## config.mk

```make
export PLATFORM = sky130hd
export DESIGN_NAME = pipe_skid_buffer
export DESIGN_NICKNAME = d
export VERILOG_FILES = /design/src/rtl/pipe_pkg.sv /design/src/rtl/pipe_data_reg.sv /design/src/rtl/pipe_skid_buffer.sv
export SDC_FILE = /design/constraint.sdc
export NUM_CORES = 1
export LEC_CHECK = 0
export BUFFER_PORTS_ARGS = -buffer_cell sky130_fd_sc_hd__buf_2
export CORE_UTILIZATION = 46
export DETAILED_ROUTE_END_ITERATION = 10
export MAX_ROUTING_LAYER = met4
export PLACE_DENSITY_LB_ADDON = 0.1
export SLEW_MARGIN = 25
export SYNTH_ARGS = -nofsm -noshare
export SYNTH_HDL_FRONTEND = slang
export SYNTH_HIERARCHICAL = 1
export SYNTH_SLANG_ARGS = --single-unit
```

## constraint.sdc

```tcl
create_clock -name clk -period 1.6 [get_ports clk]
set_input_delay 0.24 -clock clk [delete_from_list [all_inputs] [get_ports clk]]
set_output_delay 0.24 -clock clk [all_outputs]
set_load 0.02 [all_outputs]
```

## src/rtl/pipe_pkg.sv

```systemverilog
// Shared types and constants for the inter-stage pipeline skid buffers.
// Bundle sizes describe the word carried across each stage boundary.
package pipe_pkg;

    localparam int unsigned W_DEFAULT = 16;

    localparam int unsigned F_D = 2 * W_DEFAULT;
    localparam int unsigned D_E = 18 + 2 * W_DEFAULT;
    localparam int unsigned E_M = 2 * W_DEFAULT;
    localparam int unsigned M_W = 18 + 3 * W_DEFAULT;

    typedef enum logic [1:0] {
        EMPTY = 2'd0,
        FULL  = 2'd1,
        SKID  = 2'd2
    } pipe_state_t;

endpackage

```

## src/rtl/pipe_data_reg.sv

```systemverilog
// W-bit data register with synchronous reset to NOP_VALUE and load enable.
module pipe_data_reg #(
    parameter int unsigned    W         = 16,
    parameter logic [W-1:0]   NOP_VALUE = '0
) (
    input  logic          clk,
    input  logic          rst,
    input  logic          load,
    input  logic [W-1:0]  d,
    output logic [W-1:0]  q
);

    always_ff @(posedge clk) begin
        if (rst)
            q <= NOP_VALUE;
        else if (load)
            q <= d;
    end

endmodule

```

## src/rtl/pipe_skid_buffer.sv

```systemverilog
// Two-entry valid/ready pipeline stage buffer with flush and bubble output.
// Optional stall counter enabled by defining PIPE_STALL_CNT_EN.
module pipe_skid_buffer
    import pipe_pkg::*;
#(
    parameter int unsigned  W         = W_DEFAULT,
    parameter logic [W-1:0] NOP_VALUE = '0,
    parameter int unsigned  CNT_W     = 16
) (
    input  logic             clk,
    input  logic             rst,
    input  logic             flush,
    input  logic             in_valid,
    output logic             in_ready,
    input  logic [W-1:0]     in_data,
    output logic             out_valid,
    input  logic             out_ready,
    output logic [W-1:0]     out_data,
    output logic [1:0]       level,
    output logic [CNT_W-1:0] stall_cnt
);

    pipe_state_t    state, state_nxt;
    logic           accept, take;
    logic           load_main, load_skid, main_from_skid;
    logic [W-1:0]   main_q, skid_q, main_d;

    assign accept = in_valid & in_ready;
    assign take   = out_valid & out_ready;

    always_ff @(posedge clk) begin
        if (rst)
            state <= EMPTY;
        else
            state <= state_nxt;
    end

    // Flush wins over every transition; register loads are suppressed so
    // held beats are simply abandoned and the bubble is shown.
    always_comb begin
        state_nxt      = state;
        load_main      = 1'b0;
        load_skid      = 1'b0;
        main_from_skid = 1'b0;
        if (flush) begin
            state_nxt = EMPTY;
        end else begin
            case (state)
                EMPTY: begin
                    if (accept) begin
                        state_nxt = FULL;
                        load_main = 1'b1;
                    end
                end
                FULL: begin
                    if (accept && take) begin
                        load_main = 1'b1;
                    end else if (accept) begin
                        state_nxt = SKID;
                        load_skid = 1'b1;
                    end else if (take) begin
                        state_nxt = EMPTY;
                    end
                end
                SKID: begin
                    if (take) begin
                        state_nxt      = FULL;
                        load_main      = 1'b1;
                        main_from_skid = 1'b1;
                    end
                end
                default: state_nxt = EMPTY;
            endcase
        end
    end

    always_comb begin
        in_ready  = !rst && (state != SKID);
        out_valid = (state != EMPTY);
        out_data  = out_valid ? main_q : NOP_VALUE;
        level     = state;
    end

    assign main_d = main_from_skid ? skid_q : in_data;

    pipe_data_reg #(.W(W), .NOP_VALUE(NOP_VALUE)) u_main (
        .clk  (clk),
        .rst  (rst),
        .load (load_main),
        .d    (main_d),
        .q    (main_q)
    );

    pipe_data_reg #(.W(W), .NOP_VALUE(NOP_VALUE)) u_skid (
        .clk  (clk),
        .rst  (rst),
        .load (load_skid),
        .d    (in_data),
        .q    (skid_q)
    );

`ifdef PIPE_STALL_CNT_EN
    logic [CNT_W-1:0] cnt_q;

    // Saturating; flush deliberately leaves the count alone.
    always_ff @(posedge clk) begin
        if (rst)
            cnt_q <= '0;
        else if (out_valid && !out_ready && (cnt_q != '1))
            cnt_q <= cnt_q + 1'b1;
    end

    assign stall_cnt = cnt_q;
`else
    assign stall_cnt = '0;
`endif

endmodule
```

==> flow_summary.toml, run 1 <==
[route]
drtPass1Iterations = 4
antenna_left = 0
wl_per_cell_microns = 12.82
via_count = 1307
drt_iter0_markers = 60
routed_wl_mm = 3.539
viasPerCell = 4.736
drc = 0

[power]
p_switching_mw = 0.4590
total_power_mw = 2.104
seqPwrFrac = 0.419
p_per_area_mw_per_mm2 = 931.2
peakVddDrop_v = 0.0004561
p_clk_frac = 0.460
intPower_mw = 1.645
comb_power_share = 0.121
netSwitchingFraction = 0.2181
leakagePower_nw = 1.037

[timing]
fmax_mhz = 619.2
finalWorstSetupSlack_ps = -15.08
skew_ps = 4.830
fin_setup_tns_ps = -28.84
hold_violations = 0
final.min_clock_period_ps = 1615
post-route-period-util = 1.009
finalSetupViolCount = 4
rsz0062_at_grt = "yes"
finalMaxSlewViolations = 0

[yosys]
synth_area_sq_mm = 0.001822
yosys.area_share.simple = 0.1745
synth_top_cells_by_area = "dfxtp_1 37%, mux2i_1 18%, mux2_4 8.2%, nor2_1 6.8%, buf_4 6.6%"
syn_avg_cell_area_sq_um = 10.29
synth.area.mux_share = 0.2953
syn_inst = 177
synth_compound_area_frac = 0.02816
synth_top_family_by_area = "multiplexers"
ys_ff_latch = 34
synth_top_area_share = 0.3736
synthXorXnorAreaFrac = 0
synth_fa_ha_area_frac = 0
yosys.area.top_type = "dfxtp_1"
ys_seq_area_frac = 0.3736
synth_cell_types = 28
synth_warnings = 6

[job]
cap_violations = 0

[grt]
gr-usage-all-layers = 0.1868
grt_pass1_wl_mm = 5.699
grt_max_degree = 36
antenna_found_initial = 0
overflow = 0
first_global_vias = 1222

[clock_tree]
clk_path_buf_depth = 2
root_buffer = "clkbuf_8"
cts.clk_slew.worst_paths_ps = 70
cts_htree_levels = 2
cts_sinks = 34
numCtsBuffers = 5
worstSkewPairLatency_ps = 280
cts_tree = "yes"

[die]
die_area_sq_mm = 0.004216
rows = 22
coreArea_sq_mm = 0.003716
die_w_microns = 64.93
initial_utilization = 0.4902
fp.dieH_microns = 64.93
ios = 57

[placement]
port_buffers = 40
place_hpwl_mm = 2.489
pre_cts_ws_ps = -2.865
place.gp.congestion = 0.7418
dpl_cell_area_sq_mm = 0.002056

[worst_setup_path]
crit_type = "reg -> reg"
rrSetupSlack_ps = -20
critPathLaunchType = "flip-flop"
critPathCaptureType = "flip-flop"
cp_max_fo = 7
critical_path_arrival_ps = 1780
cp.required_ps = 1760

[finish]
diodes = 0
stdcell_area_sq_mm = 0.002260
area_delta_synth_final_pct = 24.04
drive_gt1_frac = 0.3947
fillers = 323
nets = 248

[hold_path]
hp-class = "in -> reg"

[run_status]
violations = "negative setup slack"
status = "complete, but fails checks"
## cells in the mapped netlist
master	n
a2111oi_2	1
a211oi_1	1
a21oi_1	3
and2_2	1
and2b_1	12
buf_1	2
buf_12	2
buf_2	2
buf_4	16
buf_6	2
buf_8	1
clkbuf_1	1
conb_1	1
dfxtp_1	34
inv_1	3
mux2_2	6
mux2_4	10
mux2i_1	32
nand2_1	2
nand2b_2	1
nand2b_4	1
nor2_1	33
nor2_8	1
nor2b_1	5
nor4_1	1
nor4b_1	1
o21ai_0	1
o32ai_1	1
## worst paths after layout
check | startpoint | to | cells after the start
max | level[1] | u_skid/q[10] | 7
min reg2reg | u_main/q[6] | u_main/q[6] | 2
max reg2reg | level[1] | u_skid/q[10] | 7
min | in_data[9] | u_skid/q[9] | 3
## area by class of cell
class	instances	area (sq um)	share of cell area
clock buffer	6	82.58	0.03654
clock inverter	2	60.06	0.02658
inverter	3	11.26	0.004983
multi-input combinational	129	1015	0.4491
sequential	34	685.7	0.3034
tap	48	60.06	0.02658
timing repair buffer	54	345.3	0.1528
## cell usage in the layout, fill, tap and decap left out, types with 2 or more instances in the layout
cell type / n
buf_12: 2
buf_2: 40
a21oi_1: 3
mux2i_1: 31
clkbuf_8: 6
nor2b_1: 4
mux2_2: 6
inv_1: 3
mux2_4: 10
and2b_1: 12
bufinv_16: 2
nor2_1: 33
dfxtp_1: 32
buf_6: 2
conb_1: 16
buf_4: 9
## repair_timing
action                     CTS  global route
setup endpoints to repair    5            43
pin swaps                    0             5
hold buffers                 0             0
cloned                       1             0
setup buffers                0             2
resized for setup            4            10
hold endpoints to repair     0             0
## flip-flops by register name, summed over array words and instances, names as in the netlist
| register | count |
|---|---|
| u_main/q | 16 |
| u_skid/q | 16 |
| level | 2 |
## metrics by stage
step                hold slack, ps  cells    util
CTS                          204.0    274  0.5956
finish                       210.2    276  0.6081
detailed placement           477.4    265  0.5532
floorplan                    301.4    192       -
global placement             465.6    265  0.5532
global route                 219.8    276  0.6081
## kinds of logic after synthesis
| logic type | Yosys count |
|---|---|
| flip-flops | 34 |
| AO/OA/AOI/OAI | 7 |
| AND/OR/NAND/NOR | 58 |
| other | 1 |
| multiplexers | 48 |
| buffers and inverters | 29 |
## power by group through the flow
stage / Clock [mW] / Sequential (mW) / Combinational, mW
floorplan: 0 / 0.899 / 0.198
detailed placement: 0 / 0.901 / 0.246
global placement: 0 / 0.900 / 0.241
CTS: 0.993 / 0.882 / 0.249
finish: 0.969 / 0.881 / 0.254
global route: 1.04 / 0.884 / 0.274
## layer usage
metal / global-route usage / vias up / routed length (microns)
met1: 0.2122 / 605 / 1512
li1: - / 652 / -
met5: - / - / 0
met2: 0.3099 / 44 / 1792
met3: 0.04401 / 6 / 175
met4: 0.08333 / 0 / 59
## critical path, stage by stage, from the launching register on
cell and delay, ps:
dfxtp_4 380, nor2b_4 170, nand2_2 90, nor4_4 280, buf_4 180, buf_6 130
mux2i_1 200, nor2_1 60
Power figures use the tool's default switching activity.
==> run 2: changes to the inputs <==
--- a/config.mk
+++ b/config.mk
@@ -5,8 +5,9 @@
 export SDC_FILE = /design/constraint.sdc
 export NUM_CORES = 1
 export LEC_CHECK = 0
+export ABC_AREA = 1
 export BUFFER_PORTS_ARGS = -buffer_cell sky130_fd_sc_hd__buf_2
-export CORE_UTILIZATION = 46
+export CORE_UTILIZATION = 47
 export DETAILED_ROUTE_END_ITERATION = 10
 export MAX_ROUTING_LAYER = met4
 export PLACE_DENSITY_LB_ADDON = 0.1
==> run 2 against run 1 <==
  * Largest cell class unchanged
  * Critical path depth down 2
  * Total power down 16%
  * Area after synthesis up 9.1%
  * The run now ends clean
  * Maximum frequency up 7.8%
  * Cell area up 0.28%
  * Worst setup slack better by 120 ps
  * Non-clock buffer count down 9
  * Critical path type is now reg -> out
  * Synthesized cell count up 87%
  * Count of clock-buffer cells in the layout up 1
  * Clock power down 33%
==> flow_summary.toml, run 2 <==
[run_status]
status = "finished clean"

[power]
p_per_area_mw_per_mm2 = 780.5
peakVddDrop_v = 0.0005435
leakagePower_nw = 1.234

[yosys]
syn_inst = 331
synth_area_sq_mm = 0.001988
synth_fa_ha_area_frac = 0
yosys.area_share.simple = 0.4273
synthXorXnorAreaFrac = 0
synth_compound_area_frac = 0.008181
ys_async_sr_fraction = 0
synth_flop_cell = "dfxtp_1"
synth_cell_types = 17
synthMostInstantiatedCell = "nand2_1"
synth_edf_count = 0
synth_top_cells_by_area = "dfxtp_1 34%, nand2_1 19%, nor2_1 15%, inv_1 10%, buf_4 7.2%"
syn_avg_cell_area_sq_um = 6.007
synth.area.mux_share = 0
synth_top_area_share = 0.3424
ys_seq_area_frac = 0.3424
synth_common_cells = "102 x nand2_1, 80 x nor2_1, 54 x inv_1"
synth_top_family_by_area = "simple AND/OR/NAND/NOR gates"
ys_ff_latch = 34
synth_warnings = 6
yosys.area.top_type = "dfxtp_1"

[timing]
finalMaxSlewViolations = 0
slew-limit-headroom = 0.6670
finalSetupViolCount = 0
finalWorstSetupSlack_ps = 102.4
rsz0062_at_grt = "no"
fin_setup_tns_ps = 0
hold_violations = 0
post-route-period-util = 0.9360
worst_pin_slew_ps = 498.9
final.min_clock_period_ps = 1498
skew_ps = 7.436
fmax_mhz = 667.8

[die]
coreArea_sq_mm = 0.004029
ios = 57
rows = 23
initial_utilization = 0.4935
die_w_microns = 67.04
die_area_sq_mm = 0.004494
fp.dieH_microns = 67.04

[worst_setup_path]
critPathCaptureType = "output pin"
slowest_delay_ps = 420
cp_max_fo = 18
path_cells = "inv_2 -> nor2_4 -> buf_12 -> nor2_1 -> buf_2"
slowest_stage = "dfxtp_1"
crit_type = "reg -> out"
cp.required_ps = 1360
critPathLaunchType = "flip-flop"
rr_worst_depth = 8
critical_path_arrival_ps = 1260
rrSetupSlack_ps = 220

[clock_tree]
clk_path_buf_depth = 2
numCtsBuffers = 5
cts_sinks = 34
holdBufCountCts = 0
cts.clk_slew.worst_paths_ps = 70
root_buffer = "clkbuf_8"
cts_tree = "yes"
worstSkewPairLatency_ps = 280
cts_htree_levels = 2

[route]
wl_per_cell_microns = 8.800
drc = 0
viasPerCell = 4.116
drtPass1Iterations = 4
routed_wl_mm = 3.705
drt_iter0_markers = 68
antenna_left = 0
via_count = 1733

[finish]
nets = 391
final_cell_mix = "102 x nand2_1, 80 x nor2_1, 54 x inv_1"
fillers = 453
final_common_cell = "nand2_1"
drive_gt1_frac = 0.1725
diodes = 0
area_delta_synth_final_pct = 13.97

[placement]
port_buffers = 40
pre_cts_ws_ps = 226.3
place_hpwl_mm = 2.688
place.gp.congestion = 0.7865

[grt]
grt_use_met2 = 0.2825
overflow = 0
grt_use_met3 = 0.05137
top_usage_layer = "met2"
antenna_found_initial = 0
gr-usage-all-layers = 0.1966
grtUsageMet1 = 0.2685
grt_max_degree = 33
first_global_vias = 1483
grt_pass1_wl_mm = 6.568

[job]
cap_violations = 0

[hold_path]
min_delay_path_depth = 5
hp-class = "in -> reg"
## run 2: cell types whose count changed after synthesis, sizes merged, moves of 2 or more
cell and delta:
nand2b -2, nand2 +101, nand3 +17, mux2 -16
mux2i -32, and2b -12, inv +52, nor3 +2
nor2 +53, nor2b -5, buf +3
## run 2: worst max-delay path, delay by kind of cell (launching register included)
family,cells,cell delay [ps]
DFF,1,420
buffers and inverters,3,390
and+or+nand+nor,2,170
## run 2: cell type report
cell class / instances / area (sq um) / area share
multi-input cells: 229 / 935.9 / 0.4130
flip-flops and latches: 34 / 681.9 / 0.3009
repair buffers: 45 / 287.8 / 0.1270
inverters: 55 / 206.4 / 0.09111
clock buffers: 7 / 86.33 / 0.03810
well taps: 50 / 62.56 / 0.02761
clock inverters: 1 / 5.005 / 0.002209
## run 2: routing by layer
layer	share of wire	vias to the layer above
met5	0	-
met4	0.015	0
met3	0.048	6
met2	0.41	47
met1	0.53	682
li1	-	998
## run 2: path summary, 6_finish.rpt
path,start,end
worst min-delay path,in_data[8],u_skid/q[8]
worst min register to register,u_skid/q[1],u_skid/q[1]
worst max register to register,level[1],u_main/q[4]
worst max-delay path,level[1],in_ready
## run 2: logic make-up after synthesis
kind of cell / count (synthesis)
and+or+nand+nor: 210
buffers and inverters: 83
DFF: 34
AOI/OAI and AO/OA: 3
other: 1
## run 2: metrics by stage
stage | power, mW | util | instance area, sq um | instances | hold slack, ps
2_1_floorplan | 1.107 | - | 2054 | 346 | 391.2
3_3_place_gp | 1.144 | 0.5394 | 2173 | 413 | 460.1
3_5_place_dp | 1.143 | 0.5394 | 2173 | 413 | 463.5
4_1_cts | 1.796 | 0.5621 | 2265 | 421 | 249.7
5_1_grt | 1.866 | 0.5624 | 2266 | 421 | 278.6
6_report | 1.768 | 0.5624 | 2266 | 421 | 258.7
## run 2: repair_timing
| item | CTS | global route |
|---|---|---|
| setup buffers | 0 | 0 |
| setup endpoints to repair | 0 | 14 |
| gates resized for setup | 0 | 1 |
## run 2: report_power, final
group | leakage [nW] | total [mW] | internal (mW) | switching [mW]
clock | 0.0482 | 0.645 | 0.347 | 0.298
sequential | 0.276 | 0.883 | 0.871 | 0.0125
combinational | 0.909 | 0.241 | 0.0819 | 0.159
==> run 3: changes to the inputs <==
==> constraint.sdc (replaced) <==
create_clock -name clk -period 1.35 [get_ports clk]
set_input_delay 0.2025 -clock clk [delete_from_list [all_inputs] [get_ports clk]]
set_output_delay 0.2025 -clock clk [all_outputs]
set_load 0.02 [all_outputs]
==> run 3 against run 2 <==
  * The flow now finishes with violations (negative setup slack)
  * Flip-flop and latch count did not move
  * Cell count increased by 4.3%
  * Utilization is 10 points higher
==> flow_summary.toml, run 3 (synthesized netlist as in run 2, its figures left out) <==
[run_status]
status = "complete, but fails checks"
violations = "negative setup slack"

[worst_setup_path]
path_cells = "buf_12 -> nand2_1 -> a21oi_2 -> nor3_4 -> buf_12 -> buf_12 -> nand2_1 -> nand2_1 -> nor2_1"
path_buf_inv = 3
cp.depth = 9
cp_max_fo = 7
slowest_delay_ps = 390
slowest_stage = "dfxtp_4"
critPathLaunchType = "flip-flop"
critPathTopFamily = "simple AND/OR/NAND/NOR gates"
reg2reg_from = "level[1]"
crit_start = "level[1]"
cp.required_ps = 1560
rr_worst_depth = 9
critical_path_arrival_ps = 1710
critPathCaptureType = "flip-flop"
crit_type = "reg -> reg"
r2r-end = "u_main/q[13]"
rrSetupSlack_ps = -150

[die]
die_area_sq_mm = 0.004494
coreArea_sq_mm = 0.004029
ios = 57
die_w_microns = 67.04
fp.dieH_microns = 67.04
rows = 23
initial_utilization = 0.4935

[route]
viasPerCell = 4.380
drtPass1Iterations = 4
drc = 0
routed_wl_mm = 4.519
antenna_left = 0
via_count = 1923
wl_per_cell_microns = 10.29
drt_iter0_markers = 100

[placement]
place_hpwl_mm = 2.673
pre_cts_ws_ps = -77.37
port_buffers = 40
place.gp.congestion = 0.7925

[timing]
finalMaxSlewViolations = 0
skew_ps = 10.60
final.min_clock_period_ps = 1501
worst_pin_slew_ps = 530.4
post-route-period-util = 1.112
hold_violations = 0
rsz0062_at_grt = "yes"
fmax_mhz = 666.1
slew-limit-headroom = 0.6460
finalSetupViolCount = 50
finalWorstSetupSlack_ps = -151.4

[power]
comb_power_share = 0.166
netSwitchingFraction = 0.2786
p_switching_mw = 0.5901
leakagePower_nw = 1.440
p_clk_frac = 0.340
p_per_area_mw_per_mm2 = 790.0
seqPwrFrac = 0.494
peakVddDrop_v = 0.0005879
intPower_mw = 1.528

[clock_tree]
cts_tree = "yes"
cts.clk_slew.worst_paths_ps = 70
cts_sinks = 34
cts_htree_levels = 2
worstSkewPairLatency_ps = 290
root_buffer = "clkbuf_8"
holdBufCountCts = 0
numCtsBuffers = 5
clk_path_buf_depth = 2

[finish]
final_common_cell = "nor2_1"
postLayoutCoreUtil = 0.6655
area_delta_synth_final_pct = 34.86
nets = 409
diodes = 0
drive_gt1_frac = 0.2982
final_cell_mix = "79 x nor2_1, 70 x nand2_1, 54 x inv_1"

[hold_path]
hp-class = "in -> reg"
min_delay_path_depth = 5
hp-start = "in_data[0]"
hold_end = "u_skid/q[0]"

[grt]
antenna_found_initial = 0
grt_max_degree = 33
gr-usage-all-layers = 0.1978
overflow = 0
grt_pass1_wl_mm = 6.410
first_global_vias = 1446

[job]
cap_violations = 0
[run 3: worst max-delay path by stage]
stage / to
floorplan: u_main/q[4]
global placement: u_main/q[15]
detailed placement: u_main/q[15]
CTS: u_main/q[15]
global route: u_main/q[13]
finish: u_main/q[13]
[run 3: power by group through the flow]
stage                     Sequential (mW)  Clock [mW]  Combinational, mW
after CTS                            1.05       0.740              0.292
after detailed placement             1.07           0              0.287
after global routing                 1.05       0.782              0.396
after floorplan                      1.07           0              0.244
final                                1.05       0.720              0.352
after global placement               1.07           0              0.288
[run 3: per-stage QoR]
step	cells	TNS [ps]	hold slack [ps]	area [sq um]	total power [mW]
2_1_floorplan	346	-2250	344.0	2067	1.310
3_3_place_gp	419	-29.84	455.5	2206	1.356
3_5_place_dp	419	-884.2	460.0	2206	1.356
4_1_cts	428	-3184	202.9	2320	2.079
5_1_grt	439	-7994	245.4	2681	2.227
6_report	439	-4366	211.4	2681	2.118
[run 3: metal layers]
metal  wire [microns]  global-route usage  share of wire
met5                0                   -              0
met2             2144              0.2963           0.47
met1             2072              0.2510           0.46
met4               82             0.07181          0.018
met3              218             0.05651          0.048
[run 3: final cells by class]
class,instances,area [sq um]
inverters,55,209.0
clock buffers,8,80.08
repair buffers,63,535.5
fillers,387,1348
multi-input cells,229,1109
well taps,50,62.56
flip-flops and latches,34,685.7
[run 3: what timing repair did]
action                     in CTS  in global routing
setup buffers                   2                  5
setup endpoints to repair      33                 50
hold endpoints to repair        0                  0
cloned                          0                  6
pin swaps                       1                 19
gates resized for setup         4                 55
[run 3: tightest hold or removal path: stages]
cell,delay (ps)
buf_2,100
inv_1,40
nand2_1,40
nand2_1,50
nor2_1,30
